**src/rtl/flasher_pkg.sv**
```systemverilog
// Shared definitions for the bound flasher and its flick controller:
// flasher status encoding, sweep geometry and the controller state set.
package flasher_pkg;

    // Flasher status encoding as reported on fl_state
    localparam logic [1:0] FL_STOP = 2'b00;
    localparam logic [1:0] FL_IDLE = 2'b01;
    localparam logic [1:0] FL_UP   = 2'b10;
    localparam logic [1:0] FL_DOWN = 2'b11;

    // Sweep geometry of the flasher
    localparam logic [3:0] MAX_STEP = 4'd5;
    localparam logic [3:0] POS_LED0 = 4'd0;
    localparam logic [3:0] POS_LED5 = 4'd5;

    // Controller states
    typedef enum logic [1:0] {
        C_INIT = 2'd0,
        C_WAIT = 2'd1,
        C_FIRE = 2'd2,
        C_HOLD = 2'd3
    } ctrl_state_e;

    // A flick is only meaningful while idle, or on a down sweep resting at an
    // end LED position that is not the last step.
    function automatic logic flick_window(input logic [1:0] st,
                                          input logic [3:0] idx,
                                          input logic [3:0] led);
        return (st == FL_IDLE) ||
               ((st == FL_DOWN) && (idx != MAX_STEP) &&
                ((led == POS_LED0) || (led == POS_LED5)));
    endfunction

endpackage

```
**src/rtl/flick_debounce.sv**
```systemverilog
// One push-button input path: 2-flop synchronizer, consecutive-cycle
// debouncer and rising-edge detect on the debounced level.
module flick_debounce #(
    parameter int DEBOUNCE = 8
) (
    input  logic clk,
    input  logic rst_n,
    input  logic i_raw,
    output logic o_rise
);

    localparam int CW = $clog2(DEBOUNCE + 1);

    logic          r_sync1;
    logic          r_sync2;
    logic          r_level;
    logic          r_level_d;
    logic [CW-1:0] r_cnt;

    // Bring the asynchronous button level into the clock domain
    always_ff @(posedge clk or negedge rst_n) begin
        if (!rst_n) begin
            r_sync1 <= 1'b0;
            r_sync2 <= 1'b0;
        end else begin
            r_sync1 <= i_raw;
            r_sync2 <= r_sync1;
        end
    end

    // Flip the level once the synced value has disagreed for DEBOUNCE cycles in a row
    always_ff @(posedge clk or negedge rst_n) begin
        if (!rst_n) begin
            r_cnt     <= '0;
            r_level   <= 1'b0;
            r_level_d <= 1'b0;
        end else begin
            r_level_d <= r_level;
            if (r_sync2 != r_level) begin
                if (r_cnt == CW'(DEBOUNCE - 1)) begin
                    r_level <= r_sync2;
                    r_cnt   <= '0;
                end else begin
                    r_cnt <= r_cnt + CW'(1);
                end
            end else begin
                r_cnt <= '0;
            end
        end
    end

    assign o_rise = r_level & ~r_level_d;

endmodule

```
**src/rtl/flasher_flick_ctrl.sv**
```systemverilog
// Flick sequencer/arbiter in front of the bound flasher. Debounced requests
// latch into pending, a round-robin arbiter picks one, and the FSM issues a
// single registered flick pulse inside a flasher accept window.
//
// Handshake: flick/grant are a one-cycle pulse (no ready). The flasher
// acknowledges by reporting fl_state==UP while the controller is in C_HOLD;
// if that does not happen within HOLD_TO cycles the request stays pending
// and is re-arbitrated from the same pointer.
module flasher_flick_ctrl
    import flasher_pkg::*;
#(
    parameter int NREQ     = 4,
    parameter int DEBOUNCE = 8,
    parameter int HOLD_TO  = 4
) (
    input  logic                    clk,
    input  logic                    rst_n,
    input  logic [NREQ-1:0]         req,
    input  logic [1:0]              fl_state,
    input  logic [3:0]              fl_index,
    input  logic [3:0]              fl_led_val,
    output logic                    flick,
    output logic [NREQ-1:0]         grant,
    output logic [$clog2(NREQ)-1:0] grant_id,
    output logic [NREQ-1:0]         pending,
    output logic                    busy,
    output logic [7:0]              run_count,
    output ctrl_state_e             dbg_state
);

    localparam int IW = $clog2(NREQ);
    localparam int HW = $clog2(HOLD_TO + 1);

    ctrl_state_e     r_state;
    ctrl_state_e     w_state_nxt;
    logic            r_flick;
    logic [NREQ-1:0] r_grant;
    logic [IW-1:0]   r_grant_id;
    logic [NREQ-1:0] r_pending;
    logic [IW-1:0]   r_ptr;
    logic [HW-1:0]   r_hold;
    logic            r_busy;
    logic [7:0]      r_run;
    logic [1:0]      r_prev_fl;

    logic [NREQ-1:0] w_rise;
    logic [NREQ-1:0] w_clr;
    logic            w_window;
    logic            w_any;
    logic [IW-1:0]   w_win;
    logic            w_fire;
    logic            w_accept;

    for (genvar g = 0; g < NREQ; g++) begin : g_req
        flick_debounce #(.DEBOUNCE(DEBOUNCE)) u_deb (
            .clk   (clk),
            .rst_n (rst_n),
            .i_raw (req[g]),
            .o_rise(w_rise[g])
        );
    end

    assign w_window = flick_window(fl_state, fl_index, fl_led_val);
    assign w_any    = |r_pending;

    // Round-robin pick: first pending bit at or above the pointer, wrapping
    always_comb begin
        int idx;
        idx   = 0;
        w_win = '0;
        for (int k = NREQ - 1; k >= 0; k--) begin
            idx = (int'(r_ptr) + k) % NREQ;
            if (r_pending[IW'(idx)]) w_win = IW'(idx);
        end
    end

    // Controller state register
    always_ff @(posedge clk or negedge rst_n) begin
        if (!rst_n) r_state <= C_INIT;
        else        r_state <= w_state_nxt;
    end

    // Next-state logic plus fire/accept strobes
    always_comb begin
        w_state_nxt = r_state;
        w_fire      = 1'b0;
        w_accept    = 1'b0;
        case (r_state)
            C_INIT: begin
                if (fl_state != FL_STOP) w_state_nxt = C_WAIT;
            end
            C_WAIT: begin
                if (fl_state == FL_STOP) begin
                    w_state_nxt = C_INIT;
                end else if (w_window && w_any) begin
                    w_fire      = 1'b1;
                    w_state_nxt = C_FIRE;
                end
            end
            C_FIRE: begin
                w_state_nxt = C_HOLD;
            end
            C_HOLD: begin
                if (fl_state == FL_STOP) begin
                    w_state_nxt = C_INIT;
                end else if (fl_state == FL_UP) begin
                    w_accept    = 1'b1;
                    w_state_nxt = C_WAIT;
                end else if (r_hold == HW'(1)) begin
                    w_state_nxt = C_WAIT;
                end
            end
            default: w_state_nxt = C_INIT;
        endcase
    end

    // Acceptance clears only the requester that was last granted
    always_comb begin
        w_clr = '0;
        if (w_accept) w_clr[r_grant_id] = 1'b1;
    end

    // Registered pulse outputs; grant_id holds between grants
    always_ff @(posedge clk or negedge rst_n) begin
        if (!rst_n) begin
            r_flick    <= 1'b0;
            r_grant    <= '0;
            r_grant_id <= '0;
        end else begin
            r_flick <= w_fire;
            r_grant <= w_fire ? (NREQ'(1) << w_win) : '0;
            if (w_fire) r_grant_id <= w_win;
        end
    end

    // Pending latch (new edge wins over clear) and pointer advance on accept
    always_ff @(posedge clk or negedge rst_n) begin
        if (!rst_n) begin
            r_pending <= '0;
            r_ptr     <= '0;
        end else begin
            r_pending <= w_rise | (r_pending & ~w_clr);
            if (w_accept) begin
                r_ptr <= (r_grant_id == IW'(NREQ - 1)) ? '0 : r_grant_id + IW'(1);
            end
        end
    end

    // Acceptance timeout, loaded on leaving C_FIRE and counted down in C_HOLD
    always_ff @(posedge clk or negedge rst_n) begin
        if (!rst_n) begin
            r_hold <= '0;
        end else if (r_state == C_FIRE) begin
            r_hold <= HW'(HOLD_TO);
        end else if ((r_state == C_HOLD) && (r_hold != '0)) begin
            r_hold <= r_hold - HW'(1);
        end
    end

    // Registered busy so it is 0 out of reset; sweep completion counter
    always_ff @(posedge clk or negedge rst_n) begin
        if (!rst_n) begin
            r_busy    <= 1'b0;
            r_run     <= '0;
            r_prev_fl <= FL_STOP;
        end else begin
            r_busy    <= (w_state_nxt != C_WAIT) ||
                         (fl_state == FL_UP) || (fl_state == FL_DOWN);
            r_prev_fl <= fl_state;
            if (((r_prev_fl == FL_UP) || (r_prev_fl == FL_DOWN)) && (fl_state == FL_IDLE)) begin
                r_run <= r_run + 8'd1;
            end
        end
    end

    assign flick     = r_flick;
    assign grant     = r_grant;
    assign grant_id  = r_grant_id;
    assign pending   = r_pending;
    assign busy      = r_busy;
    assign run_count = r_run;
    assign dbg_state = r_state;

endmodule
```
**config.mk**
```make
export PLATFORM = sky130hd
export DESIGN_NAME = flasher_flick_ctrl
export DESIGN_NICKNAME = d
export VERILOG_FILES = /design/src/rtl/flasher_pkg.sv /design/src/rtl/flick_debounce.sv /design/src/rtl/flasher_flick_ctrl.sv
export SDC_FILE = /design/constraint.sdc
export NUM_CORES = 1
export LEC_CHECK = 0
export ABC_CLOCK_PERIOD_IN_PS = 1710
export CORE_MARGIN = 2
export CORE_UTILIZATION = 50
export CTS_CLUSTER_DIAMETER = 200
export DETAILED_ROUTE_END_ITERATION = 10
export PLACE_DENSITY_LB_ADDON = 0.3
export SLEW_MARGIN = 20
export SYNTH_ARGS = -nofsm -noshare
export SYNTH_HDL_FRONTEND = slang
export SYNTH_SLANG_ARGS = --single-unit
```
**constraint.sdc**
```tcl
create_clock -name clk -period 1.71 [get_ports clk]
set_input_delay 0.513 -clock clk [delete_from_list [all_inputs] [get_ports clk]]
set_output_delay 0.513 -clock clk [all_outputs]
set_load 0.01 [all_outputs]
```
Word level (Yosys, flattened, before mapping)
Index checks and enable logic that the tools add are counted.

Bits in registers: 61. Latch bits: 0. RAM bits: 0. ROM bits: 0. Bits of input ports: 16. Word-level logic and storage cells: 145. Memories kept: 0.

$add $sub $neg: 10. Multipliers: 0. Divide/modulo/power cells: 0. Magnitude comparators: 6. Equal/unequal tests: 21. Shift-type cells: 1. Mux-type cells: 44. Bitwise gates (word level): 11. Reductions and logical operators: 22.

Operators with widths (number): $mux 4 (10); $mux 2 (11); $eq 4x3->1 const B (5); $add 4x1->4 const B (4); $lt 2x4->1 const B (4); $mux 1 (15); $eq 2x2->1 const B (7); $add 8x1->8 const B (1); $bmux 1 s2 (4); $pmux 2 s4 (1); $reduce_and 2->1 (4); $logic_and 1x1->1 (6); $mux 3 (2); $logic_or 1x1->1 (5); $add 2x1->2 const B (2); $add 2x2->2 const B (2); $and 1x1->1 (4); $and 4x4->4 (1); $eq 2x1->1 const B (2); $logic_not 2->1 (2); $logic_not 4->1 (1); $ne 1x1->1 (4); $ne 4x3->1 const B (1); $not 1->1 (4); other kinds (12) (13).

Logic depth before layout (Yosys ltp)
Gate-level depths: netlist of the first run.

Depth in word-level cells: 11. Gate-level depth with buffers: 6.

Hierarchy
A second synthesis of the first run with hierarchy kept.

Cell total of the unflattened synthesis: 201. Area total of the unflattened synthesis: 2616.3 µm².

Modules (own cells, without submodules): flasher_flick_ctrl (times used 1, cells an instance 117, area each 1350.0 µm², sequential area each 700.7 µm²); flick_debounce (times used 4, cells an instance 21, area each 316.6 µm², sequential area each 200.2 µm²).

Worst setup path before layout of the first run
OpenSTA, ideal clock, no wires.

Kind: input to register. Start: input port fl_index[3]. End: register r_busy, in the netlist busy. Arrival time: 1431 ps. Data required time: 1581 ps. Path slack: 151 ps. Stages: 5. Path buffers: 1. Path through: and4bb_2 > o41ai_4 > and2_1 > buf_6 > a2111o_1.

Word-level cells in the longest chain between the ends: 11.

RTL lines: start, declared (line flasher_flick_ctrl.sv:20) `input logic [3:0] fl_index,`; $ne 4x3->1 (line flasher_pkg.sv:30) `((st == FL_DOWN) && (idx != MAX_STEP) &&`; $logic_and 1x1->1 (2 in a row) (line flasher_pkg.sv:30); $logic_or 1x1->1 (line flasher_pkg.sv:29) `return (st == FL_IDLE) ||`; $logic_and 1x1->1 (line flasher_flick_ctrl.sv:95) `end else if (w_window && w_any) begin`; $mux 2 (line flasher_flick_ctrl.sv:95); $mux 2 (line flasher_flick_ctrl.sv:93) `if (fl_state == FL_STOP) begin`; $pmux 2 s4 (line flasher_flick_ctrl.sv:88) `case (r_state)`; $ne 2x1->1 (line flasher_flick_ctrl.sv:167) `r_busy <= (w_state_nxt != C_WAIT) ||`; $logic_or 1x1->1 (line flasher_flick_ctrl.sv:167); $logic_or 1x1->1 (line flasher_flick_ctrl.sv:168) `(fl_state == FL_UP) || (fl_state == FL_DOWN);`; end signal, assigned (line flasher_flick_ctrl.sv:167); end, declared (line flasher_flick_ctrl.sv:42) `logic r_busy;`.

Every way passes these cells. A chain may end at the register's enable or synchronous reset.

Worst setup path in the final report of the first run
Start: input port fl_led_val[0]. End: register r_grant_id[0], in the netlist grant_id[0].

Word-level cells in the longest chain between the ends: 8. Elaborated cells between the ends (all ways): 9. Classes of those cells: eq/ne (1); mux (3); reduce/logical (5).

RTL lines: start, declared (line flasher_flick_ctrl.sv:21) `input logic [3:0] fl_led_val,`; $eq 4x3->1 or $logic_not 4->1 (tied branches) (line flasher_pkg.sv:31) `((led == POS_LED0) || (led == POS_LED5)));`; $logic_or 1x1->1 * (line flasher_pkg.sv:31); $logic_and 1x1->1 * (line flasher_pkg.sv:30); $logic_or 1x1->1 * (line flasher_pkg.sv:29); $logic_and 1x1->1 * (line flasher_flick_ctrl.sv:95); $mux 1 * (line flasher_flick_ctrl.sv:95); $mux 1 * (line flasher_flick_ctrl.sv:93); $mux 1 * (line flasher_flick_ctrl.sv:88); end signal, assigned (line flasher_flick_ctrl.sv:132) `if (w_fire) r_grant_id <= w_win;`; end, declared (line flasher_flick_ctrl.sv:38) `logic [IW-1:0] r_grant_id;`.

Mark *: on every way between the ends. The rest lies on a longest branch, timed or not.

==> results of run 1 <==
## registers in the layout, indices dropped and copies added, names as in the netlist, 3 cells and up
| register | flops |
|---|---|
| g_req.u_deb.r_cnt | 16 |
| run_count | 8 |
| g_req.u_deb.r_level | 4 |
| g_req.u_deb.r_level_d | 4 |
| g_req.u_deb.r_sync1 | 4 |
| g_req.u_deb.r_sync2 | 4 |
| grant | 4 |
| pending | 4 |
| r_hold | 3 |
## cells in the final DEF, fill, tap and decap left out, drive strengths merged, types with 2 or more instances in the layout
master | Yosys | routed
nand3b | 5 | 5
mux2i | 2 | 2
nand3 | 9 | 9
clkbuf | 1 | 14
nand2b | 2 | 2
ha | 12 | 12
and2 | 3 | 3
xor2 | 3 | 3
nor2b | 6 | 6
inv | 12 | 12
a21oi | 7 | 7
nor2 | 18 | 18
nor3b | 3 | 3
nor3 | 6 | 6
buf | 2 | 16
xnor2 | 13 | 13
dfrtp | 60 | 60
dlygate4sd2 | 0 | 19
mux2 | 6 | 6
dlymetal6s2s | 0 | 4
nand2 | 17 | 17
clkdlybuf4s50 | 0 | 13
o21ai | 9 | 9
## logic make-up (layout without fill, tap and decap cells)
kind of cell / Yosys count / in the layout / share of synthesized area, %
compound gates: 26 / 26 / 7.55
xor+xnor: 16 / 16 / 5.56
fa+ha+maj: 12 / 12 / 5.96
buf+inv: 15 / 79 / 2.58
flops: 60 / 60 / 59.6
mux: 8 / 8 / 3.48
simple gates: 74 / 74 / 15.3
## final cells by class
type	count	area (sq um)	area share, %
inverters	12	45.0	1.38
flip-flops and latches	60	1500	45.9
clock buffers	14	173	5.27
well taps	67	83.8	2.56
multi-input cells	136	963	29.4
repair buffers	52	477	14.6
clock inverters	1	30.0	0.917
## worst max path at each step
stage | slack [ns] | to | cells past startpoint
after floorplan | 0.15 | busy | 5
after global placement | -0.28 | busy | 5
after detailed placement | -0.32 | grant_id[0] | 5
after CTS | 0.01 | grant[0] | 1
after global routing | 0.02 | grant_id[1] | 6
final | 0.1 | grant_id[0] | 5
## report_power, final
| group | switching (mW) | total [mW] | internal [mW] |
|---|---|---|---|
| Sequential | 0.338 | 2.18 | 1.84 |
| Combinational | 0.751 | 1.57 | 0.815 |
| Clock | 0.485 | 1.27 | 0.786 |
## layer usage
layer	wire [um]	part of all wire (%)	track usage (%)
met2	2080	49	27.6
met4	41	0.96	8.93
met3	201	4.7	5.76
met1	1950	46	22.1
met5	0	0	0
## worst reg2reg max path: stages, from the launching register on
cell and delay [ns]:
dfrtp_1 0.43, inv_1 0.11, ha_1 0.18, nor2b_1 0.21, nand2b_1 0.16, a2bb2oi_1 0.17, o22ai_1 0.09
## metrics by stage
stage / instance area (sq um) / std cells
floorplan: 2520 / 211
global placement: 3050 / 324
detailed placement: 3050 / 324
CTS: 3260 / 342
global route: 3280 / 342
finish: 3280 / 342
## what timing repair did
item | in CTS | in global routing
resized for setup | 21 | 7
setup endpoints to repair | 19 | 13
buffers inserted | 3 | 0
endpoints found under the hold margin | 0 | 0
==> impl_metrics.env, run 1 <==
export IMPL_hold_viol=0
export IMPL_cp_data_arrival_time_ns=1.86
export IMPL_timing_critical_path_cells="clkdlybuf4s50_1 > xor2_2 > o41ai_4 > and2_4 > mux2i_1"
export IMPL_synth_edff_count=0
export IMPL_finalWirelength_um=4270
export IMPL_cts_root_buf="clkbuf_8"
export IMPL_dr_pass1_iters=4
export IMPL_maxSlewHeadroom_pct=75.3
export IMPL_fmax_mhz=620
export IMPL_die_area_sq_um=5620
export IMPL_hold_ws_ns=0.181
export IMPL_cts_tree="done"
export IMPL_period_share_pct=94.3
export IMPL_numCtsBuffers=9
export IMPL_cp_end_kind="register"
export IMPL_wl_per_cell_um=12.5
export IMPL_path_class="primary input to register"
export IMPL_reg2reg_setup_slack_ns=0.24
export IMPL_worstPathRequired_ns=1.95
export IMPL_cap_violations=0
export IMPL_synthesis_area_sq_um=2520
export IMPL_dr_first_iter_drc_count=84
export IMPL_yosysMostFrequentCell="dfrtp_1"
export IMPL_grt_pass1_wl_um=7230
export IMPL_peakVddDrop_mv=0.731
export IMPL_crit_family="buffers and inverters"
export IMPL_diodes=0
export IMPL_grt_overflow=0
export IMPL_start_kind="primary input"
export IMPL_drive_gt1_share_pct=16.0
export IMPL_netlist_top_cells_area="dfrtp_1 60%, ha_1 6.0%, xnor2_1 4.5%, nor2_1 2.7%, mux2_2 2.7%"
export IMPL_insertion_delay_ns=0.32
export IMPL_syn_mean_instance_area_sq_um=11.9
export IMPL_synth_top_area_share_pct=59.6
export IMPL_htree_levels=3
export IMPL_routabilityCongestion=0.779
export IMPL_worstPathMaxFanout=6
export IMPL_rsz0062_at_grt="false"
export IMPL_nFillCells=352
export IMPL_status="finished clean"
export IMPL_syn_inst=211
export IMPL_place_ws_ns=-0.322
export IMPL_initial_utilization_pct=52.7
export IMPL_core_sq_um=4790
export IMPL_worstMarginPinSlew_ns=0.368
export IMPL_min_period_ns=1.61
export IMPL_dp_hpwl_um=2920
export IMPL_die_w_um=75.0
export IMPL_synth_top_flop_cell="dfrtp_1"
export IMPL_clk_path_buf_depth=2
export IMPL_holdBufCountCts=0
export IMPL_synth_fp_nets=239
export IMPL_reg2reg_from="r_hold[0]"
export IMPL_slowest_stage="clkdlybuf4s50_1"
export IMPL_ys_types=36
export IMPL_critPathMaxStageDelay_ns=0.44
export IMPL_grt_util_all_layers_pct=17.7
export IMPL_p_leak_nw=1.60
export IMPL_hold_path_class="primary input to async pin"
export IMPL_antenna_found_initial=0
export IMPL_path_clk_slew_ns=0.06
export IMPL_grt_max_degree=61
export IMPL_reg2reg_to="r_hold[1]"
export IMPL_ant_nets=0
export IMPL_yosysWarnings=0
export IMPL_syn_to_final_growth_pct=30.0
export IMPL_path_buf_inv=1
export IMPL_vias=1679
export IMPL_io_pins=38
export IMPL_synthArstFlopShare_pct=100
export IMPL_final_setup_tns_ns=0
export IMPL_ys_seq_elements=60
export IMPL_drt_vias_per_instance=4.91
export IMPL_cts_sinks=60
export IMPL_num_rows=25
export IMPL_r2r_cells=6
export IMPL_synth_top_area_cell="dfrtp_1"
export IMPL_finalSetupViolations=0
export IMPL_grt_pass1_vias=1627
export IMPL_startpoint="fl_led_val[0]"
export IMPL_skew_ns=0.00560
export IMPL_power_density_nw_per_um2=1530
export IMPL_io_buffers=37
export IMPL_final_util_pct=68.4
export IMPL_slew_viol_final=0
export IMPL_worst_slack_ns=0.0968
export IMPL_synthTopCellsByCount="60 x dfrtp_1, 18 x nor2_1, 17 x nand2_1"
export IMPL_synth_yosys_seq_area_share_pct=59.6
export IMPL_layout_nets=299
export IMPL_die_h_um=75.0
export IMPL_power_mw=5.01
export IMPL_route_detailed_drc=0
(Power assumes the default switching activity.)
==> run 2, diff against run 1 <==
Settings changed: ABC_AREA set to 1, CORE_UTILIZATION 50 to 53, CTS_CLUSTER_DIAMETER 200 to 30.
==> run 2 against run 1 <==
Core utilization is 2.2 points higher. Fmax up 1.9%. Non-clock buffer count down 1. Highest routed layer unchanged. Clock skew down 0.00071 ns. Cell count up 21%. Sequential share of layout area decreased by 1.2 points. Design area rose by 2.6%. Largest power group unchanged. Worst hold slack got worse by 0.0027 ns. Sequential cell count did not move. Count of clock-buffer cells in the layout stayed put.
==> impl_metrics.env, run 2 <==
export IMPL_p_leak_nw=1.84
export IMPL_ys_seq_elements=60
export IMPL_period_share_pct=92.5
export IMPL_synth_top_area_cell="dfrtp_1"
export IMPL_status="finished clean"
export IMPL_use_met3_pct=6.10
export IMPL_worstPathMaxFanout=4
export IMPL_layout_nets=369
export IMPL_vias=1967
export IMPL_path_buf_inv=1
export IMPL_worstMarginPinSlew_ns=0.312
export IMPL_cts_sinks=60
export IMPL_reg2reg_to="grant[1]"
export IMPL_finalSetupViolations=0
export IMPL_syn_to_final_growth_pct=27.7
export IMPL_clk_path_buf_depth=2
export IMPL_grt_pass1_vias=1774
export IMPL_initial_utilization_pct=55.3
export IMPL_place_ws_ns=-0.168
export IMPL_crit_family="flip-flops"
export IMPL_grt_max_degree=61
export IMPL_die_area_sq_um=5540
export IMPL_hold_ws_ns=0.178
export IMPL_slew_viol_final=0
export IMPL_diodes=0
export IMPL_routabilityCongestion=0.889
export IMPL_synthesis_area_sq_um=2630
export IMPL_synthTopCellsByCount="60 x dfrtp_1, 57 x nand2_1, 39 x inv_1"
export IMPL_start_kind="register"
export IMPL_dp_hpwl_um=3220
export IMPL_synth_top_flop_cell="dfrtp_1"
export IMPL_cap_violations=0
export IMPL_hold_path_class="primary input to async pin"
export IMPL_yosysMostFrequentCell="dfrtp_1"
export IMPL_cts_root_buf="clkbuf_8"
export IMPL_fmax_mhz=632
export IMPL_busiest_layer="met2"
export IMPL_timing_critical_path_cells="dlygate4sd2_1"
export IMPL_ant_nets=0
export IMPL_r2r_cells=9
export IMPL_cp_end_kind="output pin"
export IMPL_finalWirelength_um=4500
export IMPL_maxSlewHeadroom_pct=79.1
export IMPL_rsz0062_at_grt="false"
export IMPL_reg2reg_from="r_ptr[0]"
export IMPL_synth_fp_nets=307
export IMPL_layout_commonest_cell="dfrtp_1"
export IMPL_min_period_ns=1.58
export IMPL_met1_usage_pct=23.8
export IMPL_htree_levels=3
export IMPL_dr_first_iter_drc_count=81
export IMPL_path_clk_slew_ns=0.06
export IMPL_io_buffers=37
export IMPL_regMostFlops="g_req.u_deb.r_cnt"
export IMPL_grt_overflow=0
export IMPL_grt_pass1_wl_um=7590
export IMPL_path_class="register to output pin"
export IMPL_wl_per_cell_um=10.9
export IMPL_insertion_delay_ns=0.32
export IMPL_grtUsageMet2_pct=29.4
export IMPL_antenna_found_initial=0
export IMPL_num_rows=25
export IMPL_die_w_um=74.4
export IMPL_netlist_top_cells_area="dfrtp_1 57%, nand2_1 8.1%, ha_1 5.7%, inv_1 5.6%, nor2_1 4.7%"
export IMPL_yosysWarnings=0
export IMPL_dr_pass1_iters=4
export IMPL_largest_register_ff_count=16
export IMPL_core_sq_um=4750
export IMPL_mostFrequentLayoutCells="60 x dfrtp_1, 57 x nand2_1, 39 x inv_1"
export IMPL_drive_gt1_share_pct=11.3
export IMPL_power_density_nw_per_um2=1490
export IMPL_route_detailed_drc=0
export IMPL_hold_viol=0
export IMPL_critPathMaxStageDelay_ns=0.43
export IMPL_skew_ns=0.00489
export IMPL_final_util_pct=70.7
export IMPL_synth_edff_count=0
export IMPL_syn_mean_instance_area_sq_um=9.43
export IMPL_synthArstFlopShare_pct=100
export IMPL_final_setup_tns_ns=0
export IMPL_slowest_stage="dfrtp_1"
export IMPL_cts_tree="done"
export IMPL_drt_vias_per_instance=4.76
export IMPL_worstPathRequired_ns=1.20
export IMPL_cp_data_arrival_time_ns=1.07
export IMPL_synth_top_area_share_pct=57.1
export IMPL_die_h_um=74.4
export IMPL_syn_inst=279
export IMPL_reg2reg_setup_slack_ns=0.29
export IMPL_synth_yosys_seq_area_share_pct=57.1
export IMPL_numCtsBuffers=9
export IMPL_peakVddDrop_mv=0.735
export IMPL_holdBufCountCts=0
export IMPL_io_pins=38
export IMPL_ys_types=23
export IMPL_grt_util_all_layers_pct=19.0
export IMPL_worst_slack_ns=0.128
==> run 2: changes by cell type in the layout (fill, tap and decap cells not counted), sizes merged, moves of 4 or more <==
cell / delta
nor2: +16
nor3: -6
inv: +30
nand3: +12
nand2: +43
mux2: -6
o21ai: +6
nor2b: -6
xor2: +4
==> run 2: through the flow <==
step	instance area (sq um)	instances	power, mW
4_1_cts	3340	413	5.04
3_5_place_dp	3170	393	4.01
2_1_floorplan	2630	279	3.29
5_1_grt	3360	413	5.42
6_report	3360	413	4.99
3_3_place_gp	3170	393	3.94
==> run 2: kinds of logic after synthesis <==
group / Yosys count / share of synthesized area, %
AND/OR/NAND/NOR: 120 / 19.3
flip-flops: 60 / 57.1
buffers and inverters: 42 / 5.99
AO/OA/AOI/OAI: 28 / 6.28
XOR/XNOR: 17 / 5.66
adder cells (fa/ha/maj): 12 / 5.71
==> run 2: per-layer routing <==
layer  share of wire [%]  routed length, um  vias up
li1                    -                  -      996
met2                  51               2300       34
met4                 1.6                 70        0
met5                   0                  0        -
met3                 3.0                137        5
met1                  44               1990      932
==> run 2: what timing repair did <==
action | CTS | global route
setup endpoints to repair | 16 | 7
endpoints found under the hold margin | 0 | 0
pin swaps | 0 | 0
setup buffers | 4 | 0
resized for setup | 16 | 7
==> run 2: worst max-delay path by stage <==
stage,startpoint,to,slack (ns),depth (start not counted)
3_3_place_gp,fl_state[0],run_count[6],-0.12,7
5_1_grt,fl_state[0],run_count[6],0.07,7
4_1_cts,busy,busy,0.002,1
3_5_place_dp,fl_state[0],run_count[6],-0.17,7
6_report,grant_id[1],grant_id[1],0.13,1
2_1_floorplan,fl_state[1],run_count[6],0.38,7
==> run 2: where the power goes <==
group,switching (mW),total (mW),internal [mW]
combinational,1.04,1.81,0.770
clock,0.495,1.06,0.563
sequential,0.307,2.12,1.81
==> run 2: area by class of cell <==
type	instances	area, sq um
Multi-Input combinational cell	177	976
Fill cell	339	1400
Timing Repair Buffer	51	478
Sequential cell	60	1500
Clock inverter	2	10.0
Clock buffer	14	153
Tap cell	67	83.8
Inverter	42	158
==> run 3, diff against run 2 <==
Settings changed: PLACE_DENSITY set to 0.77, PLACE_DENSITY_LB_ADDON 0.3 to not set.
==> run 3 against run 2 <==
First-iteration DRC count grew 3.7%. Die area is the same. Combinational power is essentially flat. Worst hold slack is essentially flat. Count of clock-buffer cells in the layout shrank 1. Largest power group unchanged. Via count shrank 0.41%. Power grew 0.69%. Design area is the same. Worst setup slack lost 0.093 ns.
==> impl_metrics.env, run 3 (synthesis gave the netlist of run 2 again) <==
export IMPL_cap_violations=0
export IMPL_io_buffers=37
export IMPL_hold_viol=0
export IMPL_final_util_pct=70.7
export IMPL_wl_per_cell_um=10.6
export IMPL_worstMarginPinSlew_ns=0.304
export IMPL_dp_hpwl_um=3130
export IMPL_grt_pass1_wl_um=7630
export IMPL_critPathMaxStageDelay_ns=0.52
export IMPL_crit_family="buffers and inverters"
export IMPL_layout_nets=369
export IMPL_maxSlewHeadroom_pct=79.6
export IMPL_slowest_stage="clkdlybuf4s50_1"
export IMPL_fmax_mhz=597
export IMPL_insertion_delay_ns=0.33
export IMPL_ant_nets=0
export IMPL_grt_util_all_layers_pct=18.6
export IMPL_die_h_um=74.4
export IMPL_drt_vias_per_instance=4.75
export IMPL_dp_cells=392
export IMPL_htree_levels=3
export IMPL_power_net_switching_mw=1.83
export IMPL_final_cells=412
export IMPL_sw_frac_of_total_pct=36.5
export IMPL_clockPowerShare_pct=21.5
export IMPL_status="finished clean"
export IMPL_peakVddDrop_mv=0.807
export IMPL_power_density_nw_per_um2=1500
export IMPL_finalSetupViolations=0
export IMPL_layout_commonest_cell="dfrtp_1"
export IMPL_grt_pass1_vias=1843
export IMPL_nFillCells=357
export IMPL_rsz0062_at_grt="false"
export IMPL_num_rows=25
export IMPL_dr_first_iter_drc_count=84
export IMPL_power_frac_comb_pct=36.3
export IMPL_seq_power_share_pct=42.2
export IMPL_min_period_ns=1.68
export IMPL_grt_max_degree=61
export IMPL_route_detailed_drc=0
export IMPL_dr_pass1_iters=4
export IMPL_die_area_sq_um=5540
export IMPL_p_leak_nw=1.82
export IMPL_cp_end_kind="output pin"
export IMPL_timing_critical_path_cells="clkdlybuf4s50_1"
export IMPL_routabilityCongestion=0.888
export IMPL_vias=1959
export IMPL_slew_viol_final=0
export IMPL_cts_sinks=60
export IMPL_diodes=0
export IMPL_die_w_um=74.4
export IMPL_worstPathRequired_ns=1.20
export IMPL_cts_root_buf="clkbuf_8"
export IMPL_numCtsBuffers=9
export IMPL_cts_tree="done"
export IMPL_intPower_mw=3.19
export IMPL_mostFrequentLayoutCells="59 x dfrtp_1, 57 x nand2_1, 39 x inv_1"
export IMPL_start_kind="register"
export IMPL_largest_register_ff_count=16
export IMPL_power_mw=5.03
export IMPL_io_pins=38
export IMPL_grt_overflow=0
export IMPL_cp_data_arrival_time_ns=1.16
export IMPL_drive_gt1_share_pct=11.6
export IMPL_skew_ns=0.00623
export IMPL_hold_path_class="primary input to async pin"
export IMPL_syn_to_final_growth_pct=27.7
export IMPL_worstPathMaxFanout=1
export IMPL_path_clk_slew_ns=0.06
export IMPL_period_share_pct=98.0
export IMPL_core_sq_um=4750
export IMPL_path_class="register to output pin"
export IMPL_initial_utilization_pct=55.3
export IMPL_finalWirelength_um=4390
export IMPL_path_buf_inv=1
export IMPL_regMostFlops="g_req.u_deb.r_cnt"
export IMPL_antenna_found_initial=0
export IMPL_clk_path_buf_depth=2
-- run 3: area by class of cell --
type / count / area, sq um / share of cell area [%]
flip-flops and latches: 60 / 1500 / 44.7
clock inverters: 2 / 10.0 / 0.298
well taps: 67 / 83.8 / 2.50
clock buffers: 13 / 159 / 4.73
inverters: 42 / 158 / 4.69
multi-input cells: 177 / 971 / 28.9
repair buffers: 51 / 475 / 14.2
-- run 3: per-layer routing --
metal	part of all wire, %	track usage, %	vias to the layer above
met4	2.4	9.52	0
met1	46	23.5	904
met5	0	0	-
li1	-	-	1000
met2	48	29.6	38
met3	3.2	5.28	17
-- run 3: worst paths after layout --
| kind | start | end | slack, ns | cells after the start |
|---|---|---|---|---|
| worst max-delay path | grant[0] | grant[0] | 0.03 | 1 |
| worst min-delay path | rst_n | g_req[2].u_deb.r_cnt[0] | 0.18 | 2 |
| worst max register to register | r_ptr[0] | grant_id[1] | 0.30 | 9 |
| worst min register to register | g_req[3].u_deb.r_sync1 | g_req[3].u_deb.r_sync2 | 0.35 | 0 |
| max in group asynchronous | rst_n | grant_id[0] | 1.27 | 2 |
| min in group clk | g_req[3].u_deb.r_sync1 | g_req[3].u_deb.r_sync2 | 0.35 | 0 |
-- run 3: timing repair --
action                                  CTS  global route
endpoints found under the setup margin   16             5
hold buffers                              0             0
endpoints found under the hold margin     0             0
buffers inserted                          5             0
resized for setup                        17             5
-- run 3: metrics by stage --
stage	worst slack, ns	area [sq um]	hold slack [ns]	setup TNS (ns)
2_1_floorplan	0.379	2630	0.217	0
3_3_place_gp	-0.152	3160	0.334	-1.48
3_5_place_dp	-0.214	3160	0.335	-2.17
4_1_cts	0.00539	3350	0.184	0
5_1_grt	0.00364	3360	0.204	0
6_report	0.0345	3360	0.179	0
-- run 3: power by group through the flow --
stage / Clock, mW / Combinational (mW) / Sequential, mW
final: 1.08 / 1.83 / 2.12
after global routing: 1.18 / 2.12 / 2.18
after CTS: 1.11 / 1.85 / 2.12
after detailed placement: 0 / 1.82 / 2.18
after global placement: 0 / 1.78 / 2.16
after floorplan: 0 / 1.10 / 2.19
